### src/rtl/encoder4_2_seq_if.sv
// Request/code bus of the sequential 4-to-2 priority encoder.
// Handshake: the encoder holds `out` stable while `valid`=1; a code is
// transferred on the rising edge where `valid` and `ready` are both 1.
// `ready` may be asserted at any time and has no effect while `valid`=0.
interface encoder4_2_seq_if;
   logic       en;
   logic [3:0] in;
   logic [1:0] out;
   logic       valid;
   logic       ready;
   logic       empty;

   // Environment side: drives requests and consumes codes
   modport master (
      output en, in, ready,
      input  out, valid, empty
   );

   // Encoder side
   modport slave (
      input  en, in, ready,
      output out, valid, empty
   );
endinterface

### src/rtl/encoder4_2_seq.sv
// Sequential 4-to-2 priority encoder: request lines are merged into a pending
// register and emitted one code per handshake, highest index first.
module encoder4_2_seq (
   input  logic                   clk,
   input  logic                   rst,
   encoder4_2_seq_if.slave        bus,
   output logic                   dbg_state_o
);

   typedef enum logic {IDLE = 1'b0, HOLD = 1'b1} state_t;

   state_t     state_q;
   logic [3:0] pend_q;
   logic [3:0] pend_d;
   logic [1:0] out_q;
   logic       valid_q;
   logic [1:0] enc;
   logic [3:0] clr;
   logic       load;

   // Priority encode of the registered pending bits; highest index wins
   always_comb begin
      enc = 2'b00;
      if (pend_q[3])      enc = 2'b11;
      else if (pend_q[2]) enc = 2'b10;
      else if (pend_q[1]) enc = 2'b01;
      else                enc = 2'b00;
   end

   // Load decision, one-hot clear of the loaded bit and next pending value;
   // new captures are ORed in after the clear so a set beats a clear
   always_comb begin
      load   = (pend_q != 4'b0000) &&
               ((state_q == IDLE) || ((state_q == HOLD) && bus.ready));
      clr    = load ? (4'b0001 << enc) : 4'b0000;
      pend_d = (pend_q & ~clr) | (bus.en ? bus.in : 4'b0000);
   end

   // FSM with registered code/valid outputs and the pending register
   always_ff @(posedge clk) begin
      if (rst) begin
         state_q <= IDLE;
         pend_q  <= 4'b0000;
         out_q   <= 2'b00;
         valid_q <= 1'b0;
      end else begin
         pend_q <= pend_d;
         case (state_q)
            IDLE: begin
               if (load) begin
                  out_q   <= enc;
                  valid_q <= 1'b1;
                  state_q <= HOLD;
               end
            end
            HOLD: begin
               if (bus.ready) begin
                  if (load) begin
                     out_q <= enc;
                  end else begin
                     valid_q <= 1'b0;
                     state_q <= IDLE;
                  end
               end
            end
            default: begin
               state_q <= IDLE;
               valid_q <= 1'b0;
            end
         endcase
      end
   end

   assign bus.out     = out_q;
   assign bus.valid   = valid_q;
   assign bus.empty   = (pend_q == 4'b0000) && !valid_q;
   assign dbg_state_o = state_q;

endmodule

### src/flat_wrapper.sv
// flat-port wrapper written by rule: the top's interface ports become plain ports
module encoder4_2_seq_flat 
  (clk, rst, dbg_state_o, bus_en, bus_in, bus_ready, bus_out, bus_valid, bus_empty);
  encoder4_2_seq_if bus_i ();
  input  logic clk;
  input  logic rst;
  output logic dbg_state_o;
  input wire logic [$bits(bus_i.en)-1:0] bus_en;
  input wire logic [$bits(bus_i.in)-1:0] bus_in;
  input wire logic [$bits(bus_i.ready)-1:0] bus_ready;
  output wire logic [$bits(bus_i.out)-1:0] bus_out;
  output wire logic [$bits(bus_i.valid)-1:0] bus_valid;
  output wire logic [$bits(bus_i.empty)-1:0] bus_empty;
  assign bus_i.en = bus_en;
  assign bus_i.in = bus_in;
  assign bus_i.ready = bus_ready;
  assign bus_out = bus_i.out;
  assign bus_valid = bus_i.valid;
  assign bus_empty = bus_i.empty;
  encoder4_2_seq u_core (.clk(clk), .rst(rst), .bus(bus_i), .dbg_state_o(dbg_state_o));
endmodule
### config.mk
export PLATFORM = sky130hd
export DESIGN_NAME = encoder4_2_seq_flat
export DESIGN_NICKNAME = d
export VERILOG_FILES = /design/src/rtl/encoder4_2_seq_if.sv /design/src/rtl/encoder4_2_seq.sv /design/src/flat_wrapper.sv
export SDC_FILE = /design/constraint.sdc
export NUM_CORES = 1
export LEC_CHECK = 0
export ABC_AREA = 1
export BUFFER_PORTS_ARGS = -buffer_cell sky130_fd_sc_hd__buf_2
export CORE_AREA = 8 8 45 47
export CTS_CLUSTER_DIAMETER = 200
export DETAILED_ROUTE_END_ITERATION = 7
export DIE_AREA = 0 0 53 55
export PLACE_DENSITY = 0.48
export SETUP_SLACK_MARGIN = 0.5
export SLEW_MARGIN = 30
export SYNTH_ARGS = -nofsm -noshare
export SYNTH_HDL_FRONTEND = slang
export SYNTH_SLANG_ARGS = --single-unit
### constraint.sdc
create_clock -name clk -period 0.9 [get_ports clk]
set_clock_uncertainty 0.05 [all_clocks]
set_input_delay 0.27 -clock clk [delete_from_list [all_inputs] [get_ports clk]]
set_output_delay 0.27 -clock clk [all_outputs]
set_load 0.005 [all_outputs]
Word level (Yosys, flattened, before mapping)
Index checks and enable logic that the tools add are counted.

Register bits: 8. Bits in latches: 0. Bits in writable memories: 0. Bits in read-only memories: 0. Bits of input ports: 8. Output and inout bits: 5. Word-level logic and storage cells: 35. Memories: 0.

$add $sub $neg: 0. Multiply operators: 0. Div/mod/pow operators: 0. $lt $le $gt $ge: 0. Eq/ne operators: 3. Shifts and indexed selects: 1. Multiplexer cells: 15. Bitwise logic cells: 4. Reduce and logical (&&, ||, !) cells: 8.

Operators by type and width (count): $mux W2 (4); $mux W4 (2); $mux W1 (6); $and A4 B4 Y4 (1); $logic_not A4 Y1 (1); $ne A2 B2 Y1 const B (2); $not A4 Y4 (1); $or A4 B4 Y4 (1); $pmux W1 S2 (2); $pmux W2 S2 (1); $reduce_bool A4 Y1 (1); $shl A1 B2 Y4 const A (1); $logic_and A1 B1 Y1 (3); $reduce_and A3 Y1 (1); $ne A2 B1 Y1 const B (1); $logic_not A1 Y1 (1); $logic_or A1 B1 Y1 (1); $not A1 Y1 (1).

Longest topological paths before layout
Gate-level depths: netlist of run 1.

Depth in word-level cells: 8. Depth in mapped cells: 6. Depth with buffers taken out: 6.

Worst setup path after synthesis of run 1
Ideal clock, no wire load.

Path type: register -> output. Start point: register u_core.pend_q[2]. End point: output port bus_empty. Data arrival time: 0.668 ns. Required time: 0.580 ns. Path slack: -0.088 ns. Cell stages (with the launch flop): 4. Buffers on the path: 0. Cells stage by stage: dfxtp_1 nor2_2 nand2_2 nor2_1.

Longest elaborated chain between the ends: 2.

RTL lines: start: declaration (line encoder4_2_seq.sv:13) `logic [3:0] pend_q;`; start signal: assignment (line encoder4_2_seq.sv:47) `pend_q <= pend_d;`; $logic_not A4 Y1 (line encoder4_2_seq.sv:76) `assign bus.empty = (pend_q == 4'b0000) && !valid_q;`; $logic_and A1 B1 Y1 (line encoder4_2_seq.sv:76); end: declaration (line flat_wrapper.sv:13) `output wire logic [$bits(bus_i.empty)-1:0] bus_empty;`.

No other way between the ends.

Worst setup path in the final report of run 1
Start point: register u_core.pend_q[0]. End point: output port bus_empty.

The elaborated chain is that of the path after synthesis.

==> results of run 1 <==
## state kept, by name, indices dropped and copies added, names as in the netlist
name / cells
u_core.bus.valid: 1
u_core.dbg_state_o: 1
u_core.bus.out: 2
u_core.pend_q: 4
## worst max-delay path, stage by stage (launching register included)
cell     delay (ns)
dfxtp_2        0.32
nor2_2         0.10
nand2_2        0.08
nor2_4         0.08
buf_2          0.11
## repair_timing
item                                    in CTS  in global routing
buffers inserted                             2                  0
hold buffers                                 0                  0
endpoints found under the setup margin      13                 13
resized for setup                            6                 12
pin swaps                                    2                  1
## metal layers
| layer | track usage, % | wire [µm] | vias to the layer above |
|---|---|---|---|
| li1 | - | - | 196 |
| met1 | 7.82 | 384 | 164 |
| met2 | 10.7 | 417 | 12 |
| met3 | 2.14 | 71 | 0 |
| met4 | 7.76 | 0 | 0 |
| met5 | 0 | 0 | - |
## logic make-up after synthesis
group,share of synthesized area (%)
compound gates,18.6
simple gates,27.1
buf+inv,6.69
flops,47.6
## power by group
group | switching [mW] | internal [mW]
Combinational | 0.106 | 0.137
Sequential | 0.0249 | 0.391
Clock | 0.123 | 0.153
## metrics by stage
| step | area, µm² | total power, mW | instances | util, % | setup slack [ns] |
|---|---|---|---|---|---|
| 2_1_floorplan | 347 | 0.502 | 45 | - | -0.0543 |
| 3_3_place_gp | 472 | 0.600 | 79 | 34.1 | -0.151 |
| 3_5_place_dp | 472 | 0.600 | 79 | 34.1 | -0.152 |
| 4_1_cts | 524 | 0.920 | 84 | 37.9 | -0.418 |
| 5_1_grt | 568 | 0.999 | 84 | 41.0 | -0.444 |
| 6_report | 568 | 0.935 | 84 | 41.0 | -0.373 |
## cells in the mapped netlist (all sizes together)
cell type | n | area [µm²]
nand2 | 10 | 40.0
nor3b | 1 | 7.51
nand3 | 1 | 5.00
a21oi | 6 | 30.0
dfxtp | 8 | 160
inv | 6 | 22.5
o21ai | 5 | 25.0
nor2 | 5 | 28.8
o21bai | 1 | 7.51
nor3 | 2 | 10.0
## cell type report
| class | instances | area (µm²) |
|---|---|---|
| clock buffers | 3 | 22.5 |
| fillers | 150 | 816 |
| inverters | 6 | 22.5 |
| multi-input cells | 31 | 188 |
| flip-flops and latches | 8 | 173 |
| well taps | 16 | 20.0 |
| repair buffers | 20 | 143 |
## worst paths after layout
path	start	endpoint	slack, ns
max	u_core.pend_q[0]	bus_empty	-0.37
min	bus_in[1]	u_core.pend_q[1]	0.20
max reg2reg	u_core.pend_q[0]	u_core.pend_q[0]	-0.21
min reg2reg	u_core.pend_q[0]	u_core.pend_q[0]	0.42
==> reports/metrics.csv, run 1 <==
stage,metric,value,unit
status,status,"complete, but fails checks",
status,failing checks,negative setup slack,
detailed_routing,number of DRC markers in iteration 0,5,
sta,hold_ws,0.202,ns
clock_network,CTS H-tree depth,1,
job,max-cap viol count,0,
die,chip width,53,µm
layout,most frequent cells in the layout,"9 x buf_2, 8 x nand2_1, 7 x buf_4, 7 x dfxtp_2",
global_routing,GRT Residual Overflow,0,
placement,hpwl dp,692,µm
clock_network,Skew-Pair Late Insertion Delay,0.25,ns
layout,layout cell share with drive strength beyond 1,63.2,%
sta,fmax,0.785,GHz
detailed_routing,DR vias,372,
min_path,Hold Crit Class,in2reg,
clock_network,Bufs on Longest Clock Path,2,
clock_network,total CTS buffers,3,
layout,Layout Nets,78,
layout,area grow syn2layout,68.8,%
clock_network,Worst-path clk slew,0.06,ns
detailed_routing,1st-pass router iterations,4,
placement,GP Congestion,0.773,
pwr,Static Leak,0.264,nW
die,die area,2920,µm²
sta,unrepaired setup endpoints after global routing,true,
clock_network,TritonCTS clock tree,built,
global_routing,largest net degree at the start of global routing,6,
global_routing,number of global-route vias before repair,386,
detailed_routing,routed wire length,873,µm
die,Std-Cell Rows,14,
sta,period utilization,141,%
global_routing,Overall Global Routing Usage,7.24,%
sta,Slew HR,87.3,%
die,Placeable Area,1380,µm²
sta,crit path time final,1.27,ns
setup_path,worst reg-to-reg path cell count,7,
pwr,Pwr Density,1650,nW/µm²
clock_network,clock sinks,8,
sta,Final Hold Vio Count,0,
synthesis,syn_area_per_cell,7.48,µm²
synthesis,count of cell types in the netlist,14,
setup_path,CP arrival,0.95,ns
layout,ant diodes,0,
layout,"most common cell after layout, fill and taps aside",buf_2,
setup_path,CP Capture Type,primary output,
synthesis,Syn Std Cell Area,337,µm²
global_routing,first-pass GRT wire length,1500,µm
sta,worst-margin pin slew,0.189,ns
die,Die Span Y,55,µm
detailed_routing,DR DRC count,0,
die,Boundary Pins,13,
global_routing,initial antenna violation count,0,
detailed_routing,WL/cell,10.4,µm
min_path,Worst Hold Depth,3,
clock_network,CTS root buffer,clkbuf_4,
sta,setup TNS,-1.72,ns
sta,Final WS setup,-0.373,ns
setup_path,Worst Setup Start Kind,flop,
detailed_routing,Final ANT Viol Nets,0,
setup_path,Required @ worst endpoint,0.58,ns
synthesis,post-synthesis net count,53,
synthesis,post-synthesis sequential area ratio,47.6,%
sta,"Slew Viols, Final",0,
setup_path,maximum fanout along the worst path,2,
synthesis,Synth Warn #,0,
detailed_routing,DR vias/cell,4.43,
synthesis,Yosys reg bits,8,
setup_path,critical path class,reg2out,
synthesis,Mapped Cells,45,
die,initial cell density of the core,24.3,%
sta,# setup viols final,10,
pwr,VDD IR max,0.000556,V
placement,Port-buffer cells,12,
Note: power is estimated with default switching activity, not from simulation.
==> run 2: changes to the inputs <==
CTS_BUF_LIST = sky130_fd_sc_hd__clkbuf_8 sky130_fd_sc_hd__clkbuf_16   (was default)
TNS_END_PERCENT = 20   (was default)
==> run 2 against run 1 <==
Register-to-register slack worse by 0.15 ns. Clock power increased by 54%. Sequential share of layout area fell by 1.2 points. Die area did not move. Largest power group is now the clock network. Flip-flop and latch count unchanged. Total power is 14% higher. Critical endpoint unchanged. Sequential power fell by 1%. Core utilization is 0.72 points higher. Combinational power shrank 5%. The run still ends with negative setup slack left.
==> reports/metrics.csv, run 2 (synthesized netlist as in run 1, its figures left out) <==
stage,metric,value,unit,change
setup_path,CP max stage delay,0.32,ns,about the same
global_routing,number of global-route vias before repair,357,,-7.5%
layout,Biggest register,u_core.pend_q,,
layout,layout cell share with drive strength beyond 1,66.2,%,+2.9 points
global_routing,largest net degree at the start of global routing,6,,unchanged
detailed_routing,met1 wire length,381,µm,-0.78%
layout,area grow syn2layout,71.7,%,
placement,# placed instances,78,,-1.3%
layout,"most common cell after layout, fill and taps aside",buf_2,,
clock_network,TritonCTS clock tree,built,,
sta,worst-margin pin slew,0.247,ns,+0.0578 ns
min_path,Worst Hold Depth,3,,unchanged
setup_path,cells along the critical path,nor2_4 > nand2_2 > nor2_2 > buf_2,,
pwr,VDD IR max,0.00103,V,+85%
global_routing,Overall Global Routing Usage,6.74,%,-0.50 points
sta,fmax,0.792,GHz,+0.90%
die,die area,2920,µm²,unchanged
setup_path,Required @ worst endpoint,0.58,ns,about the same
placement,GP Congestion,0.717,,-7.3%
sta,unrepaired setup endpoints after global routing,true,,
placement,hpwl dp,643,µm,-7.0%
layout,number of flip-flops under the largest register name,4,,unchanged
job,max-cap viol count,0,,unchanged
sta,Slew HR,83.4,%,-3.9 points
clock_network,total CTS buffers,3,,unchanged
setup_path,Slowest cell on crit path,dfxtp_2,,
layout,post-route cell area,578,µm²,+1.8%
pwr,Pwr Total,1.07,mW,+14%
clock_network,CTS H-tree depth,1,,unchanged
pwr,Static Leak,0.269,nW,+1.9%
die,chip width,53,µm,unchanged
sta,period utilization,140,%,-1.3 points
clock_network,CTS root buffer,clkbuf_8,,
min_path,Min-Delay Startpoint,bus_in[0],,
detailed_routing,WL met2,417,µm,unchanged
min_path,Hold Crit Class,in2reg,,
detailed_routing,Final ANT Viol Nets,0,,unchanged
die,Std-Cell Rows,14,,unchanged
die,initial cell density of the core,24.3,%,unchanged
global_routing,first-pass GRT wire length,1420,µm,-5.5%
setup_path,CP Capture Type,primary output,,
global_routing,initial antenna violation count,0,,unchanged
detailed_routing,WL/cell,10.6,µm,+2.1%
detailed_routing,routed wire length,891,µm,+2.1%
placement,placed cell area,457,µm²,-3.2%
sta,setup TNS,-2.04,ns,-0.326 ns
sta,Final Hold Vio Count,0,,unchanged
layout,most frequent cells in the layout,"11 x buf_2, 8 x nand2_1, 7 x buf_4, 7 x dfxtp_2",,
clock_network,clock sinks,8,,unchanged
sta,hold_ws,0.231,ns,+0.0294 ns
layout,footprint of the multi-input gates,195,µm²,+4.0%
setup_path,critical path class,reg2out,,
status,failing checks,negative setup slack,,
die,Placeable Area,1380,µm²,unchanged
clock_network,Worst-path clk slew,0.04,ns,-0.02 ns
setup_path,worst reg2reg path startpoint,u_core.pend_q[3],,
clock_network,Bufs on Longest Clock Path,2,,unchanged
layout,Layout Nets,78,,unchanged
detailed_routing,number of DRC markers in iteration 0,3,,-2
setup_path,Worst Setup Start Kind,flop,,
layout,Layout Cells excl Fill,84,,unchanged
detailed_routing,1st-pass router iterations,3,,-1
pwr,Pwr Density,1850,nW/µm²,+12%
clock_network,"Hold-fix buffers, CTS",0,,unchanged
setup_path,worst reg-to-reg path cell count,8,,+1
sta,"Slew Viols, Final",0,,unchanged
layout,Fill cells,151,,+0.67%
detailed_routing,DR top layer,met4,,
layout,Final Util,41.8,%,+0.72 points
clock_network,Skew-Pair Late Insertion Delay,0.23,ns,-0.02 ns
sta,crit path time final,1.26,ns,-0.0113 ns
setup_path,CP arrival,0.94,ns,about the same
global_routing,GRT Residual Overflow,0,,unchanged
layout,ant diodes,0,,unchanged
sta,# setup viols final,11,,+1
detailed_routing,DR vias,364,,-2.2%
layout,register area,169,µm²,-2.2%
setup_path,register-to-register setup slack,-0.36,ns,-0.15 ns
placement,Port-buffer cells,12,,unchanged
die,Boundary Pins,13,,unchanged
min_path,Hold Path End,u_core.pend_q[0],,
setup_path,worst r2r dst,u_core.pend_q[0],,
die,Die Span Y,55,µm,unchanged
setup_path,maximum fanout along the worst path,2,,unchanged
sta,Final WS setup,-0.362,ns,+0.0113 ns
placement,pre-CTS WS,-0.193,ns,-0.0415 ns
status,status,"complete, but fails checks",,
detailed_routing,met3 WL post-DR,64,µm,-9.9%
detailed_routing,DR DRC count,0,,unchanged
detailed_routing,DR vias/cell,4.33,,-2.2%
run 2: worst max path at each step:
| stage | from | endpoint | slack [ns] | cells past startpoint |
|---|---|---|---|---|
| 3_3_place_gp | u_core.pend_q[2] | bus_empty | -0.19 | 4 |
| 2_1_floorplan | u_core.pend_q[2] | bus_empty | -0.06 | 3 |
| 4_1_cts | u_core.pend_q[2] | bus_empty | -0.37 | 4 |
| 3_5_place_dp | u_core.pend_q[2] | bus_empty | -0.19 | 4 |
| 6_report | u_core.pend_q[3] | bus_empty | -0.36 | 4 |
| 5_1_grt | u_core.pend_q[3] | bus_empty | -0.44 | 4 |
run 2: power by group:
group	switching (mW)	internal [mW]
registers	0.0198	0.392
logic	0.111	0.119
clock network	0.136	0.289
run 2: final cells by class:
cell class | count | share of cell area, %
multi-input combinational | 31 | 33.8
sequential | 8 | 29.2
timing repair buffer | 20 | 22.5
clock buffer | 3 | 7.14
inverter | 6 | 3.90
tap | 16 | 3.46
run 2: layer usage:
layer	vias up	GRT usage, %
met3	2	2.67
met1	158	7.66
met5	-	0
met2	12	9.96
li1	192	-
met4	0	5.17
run 2: what timing repair did:
| action | in CTS | in global routing |
|---|---|---|
| endpoints found under the setup margin | 13 | 13 |
| buffers inserted | 3 | 0 |
| pin swaps | 2 | 4 |
| resized for setup | 13 | 9 |
run 2: critical path: cells and delay by family, from the launching register on:
| family | cells | cell delay, ns |
|---|---|---|
| buffers and inverters | 1 | 0.12 |
| flip-flops | 1 | 0.32 |
| AND/OR/NAND/NOR | 3 | 0.28 |
==> run 3: changes to the inputs <==
SKIP_CTS_REPAIR_TIMING = 1   (was default)
==> run 3 against run 2 <==
The run still ends with negative setup slack left. Fmax shrank 3.7%. Worst setup slack got worse by 0.048 ns. Non-clock buffer count is 2 lower. Count of clock-buffer cells in the layout did not move. Sequential share of layout area increased by 1.1 points. Cell area fell by 3.7%. Core utilization decreased by 1.5 points. Global-route usage fell by 0.49 points. Critical path depth is the same. Critical endpoint unchanged. Highest routed layer unchanged.
==> reports/metrics.csv, run 3 (synthesized netlist as in run 1, its figures left out) <==
stage,metric,value,unit,change
status,status,"complete, but fails checks",,
status,failing checks,negative setup slack,,
global_routing,largest net degree at the start of global routing,6,,unchanged
placement,pre-CTS WS,-0.193,ns,unchanged
setup_path,Critical Path Stages,4,,unchanged
setup_path,CP arrival,0.99,ns,+0.05 ns
global_routing,number of global-route vias before repair,321,,-10%
die,Std-Cell Rows,14,,unchanged
pwr,Static Leak,0.258,nW,-3.9%
setup_path,CP Capture Type,primary output,,
pwr,Pwr Density,1870,nW/µm²,+1.1%
detailed_routing,DR DRC count,0,,unchanged
die,chip width,53,µm,unchanged
detailed_routing,WL/cell,9.89,µm,-6.8%
layout,register area,169,µm²,unchanged
die,initial cell density of the core,24.3,%,unchanged
setup_path,critical path class,reg2out,,
layout,Biggest register,u_core.pend_q,,
layout,layout cell share with drive strength beyond 1,63.6,%,-2.5 points
global_routing,initial antenna violation count,0,,unchanged
sta,unrepaired setup endpoints after global routing,true,,
sta,Final WS setup,-0.410,ns,-0.0485 ns
clock_network,TritonCTS clock tree,built,,
clock_network,Bufs on Longest Clock Path,2,,unchanged
layout,number of flip-flops under the largest register name,4,,unchanged
sta,Final Hold Vio Count,0,,unchanged
detailed_routing,number of DRC markers in iteration 0,3,,unchanged
die,Die Span Y,55,µm,unchanged
placement,GP Congestion,0.717,,unchanged
layout,"most common cell after layout, fill and taps aside",buf_2,,
sta,worst-margin pin slew,0.166,ns,-0.0810 ns
min_path,Hold Crit Class,in2reg,,
layout,area grow syn2layout,65.4,%,
sta,period utilization,146,%,+5.4 points
min_path,Worst Hold Depth,3,,unchanged
placement,Port-buffer cells,12,,unchanged
global_routing,Overall Global Routing Usage,6.25,%,-0.49 points
layout,ant diodes,0,,unchanged
clock_network,Skew-Pair Late Insertion Delay,0.23,ns,about the same
placement,# placed instances,78,,unchanged
setup_path,maximum fanout along the worst path,4,,+2
global_routing,GRT Residual Overflow,0,,unchanged
detailed_routing,DR vias/cell,4.32,,-0.38%
clock_network,CTS H-tree depth,1,,unchanged
clock_network,CTS root buffer,clkbuf_8,,
setup_path,Required @ worst endpoint,0.58,ns,about the same
sta,hold_ws,0.240,ns,+0.00899 ns
detailed_routing,Final ANT Viol Nets,0,,unchanged
layout,most frequent cells in the layout,"11 x buf_2, 8 x nand2_1, 7 x dfxtp_2",,
setup_path,Slowest cell on crit path,dfxtp_2,,
setup_path,"CP delay by family, top",flip-flops,,
global_routing,first-pass GRT wire length,1300,µm,-8.2%
detailed_routing,routed wire length,811,µm,-9.0%
sta,# setup viols final,10,,-1
detailed_routing,DR vias,354,,-2.7%
clock_network,Worst-path clk slew,0.04,ns,about the same
layout,Final Util,40.2,%,-1.5 points
clock_network,clock sinks,8,,unchanged
layout,Layout Cells excl Fill,82,,-2.4%
setup_path,CP max stage delay,0.32,ns,about the same
placement,hpwl dp,643,µm,unchanged
layout,footprint of the multi-input gates,193,µm²,-1.3%
die,die area,2920,µm²,unchanged
sta,crit path time final,1.31,ns,+0.0485 ns
sta,fmax,0.763,GHz,-3.7%
layout,Layout Nets,76,,-2.6%
job,max-cap viol count,0,,unchanged
detailed_routing,1st-pass router iterations,2,,-1
setup_path,worst reg-to-reg path cell count,5,,-3
die,Placeable Area,1380,µm²,unchanged
clock_network,total CTS buffers,3,,unchanged
layout,Fill cells,153,,+1.3%
sta,Slew HR,88.9,%,+5.5 points
sta,"Slew Viols, Final",0,,unchanged
die,Boundary Pins,13,,unchanged
setup_path,Worst Setup Start Kind,flop,,
pwr,VDD IR max,0.00107,V,+3.4%
setup_path,cells along the critical path,nor2_4 > nand2_2 > nor2_2 > buf_2,,
pwr,Pwr Total,1.04,mW,-2.6%
setup_path,WP buf/inv,1,,unchanged
run 3: path summary, 6_finish.rpt:
check                      end         startpoint  slack, ns
min           u_core.pend_q[0]          bus_in[0]       0.24
min reg2reg  u_core.bus.out[1]  u_core.bus.out[1]       0.42
max                  bus_empty   u_core.pend_q[3]      -0.41
max reg2reg   u_core.bus.valid   u_core.pend_q[3]      -0.14
run 3: area by class of cell:
type	count	share of cell area (%)
timing repair buffer	18	20.0
tap	16	3.60
multi-input combinational	31	34.6
inverter	6	4.04
sequential	8	30.3
clock buffer	3	7.42
run 3: metrics by stage:
stage / setup TNS, ns / instance area, µm²
after global placement: -0.729 / 457
after floorplan: -0.0957 / 339
after detailed placement: -0.760 / 457
after global routing: -1.75 / 557
final: -1.19 / 557
after CTS: -1.42 / 498
run 3: tightest hold or removal path: stages:
cell	delay, ns
buf_2	0.09
nand2_1	0.05
a21oi_1	0.05
run 3: per-layer routing:
layer  GRT usage (%)  routed length [µm]  share of wire [%]  up-vias
met2            8.20                 359                 44       12
met1            7.66                 361                 45      153
met3            2.67                  62                7.6        2
li1                -                   -                  -      187
met4            5.17                  28                3.5        0
met5               0                   0                  0        -
run 3: where the power goes:
group | internal [mW] | switching, mW | total [mW]
combinational | 0.104 | 0.102 | 0.206
clock | 0.289 | 0.133 | 0.422
sequential | 0.392 | 0.0198 | 0.412
total | 0.785 | 0.254 | 1.04
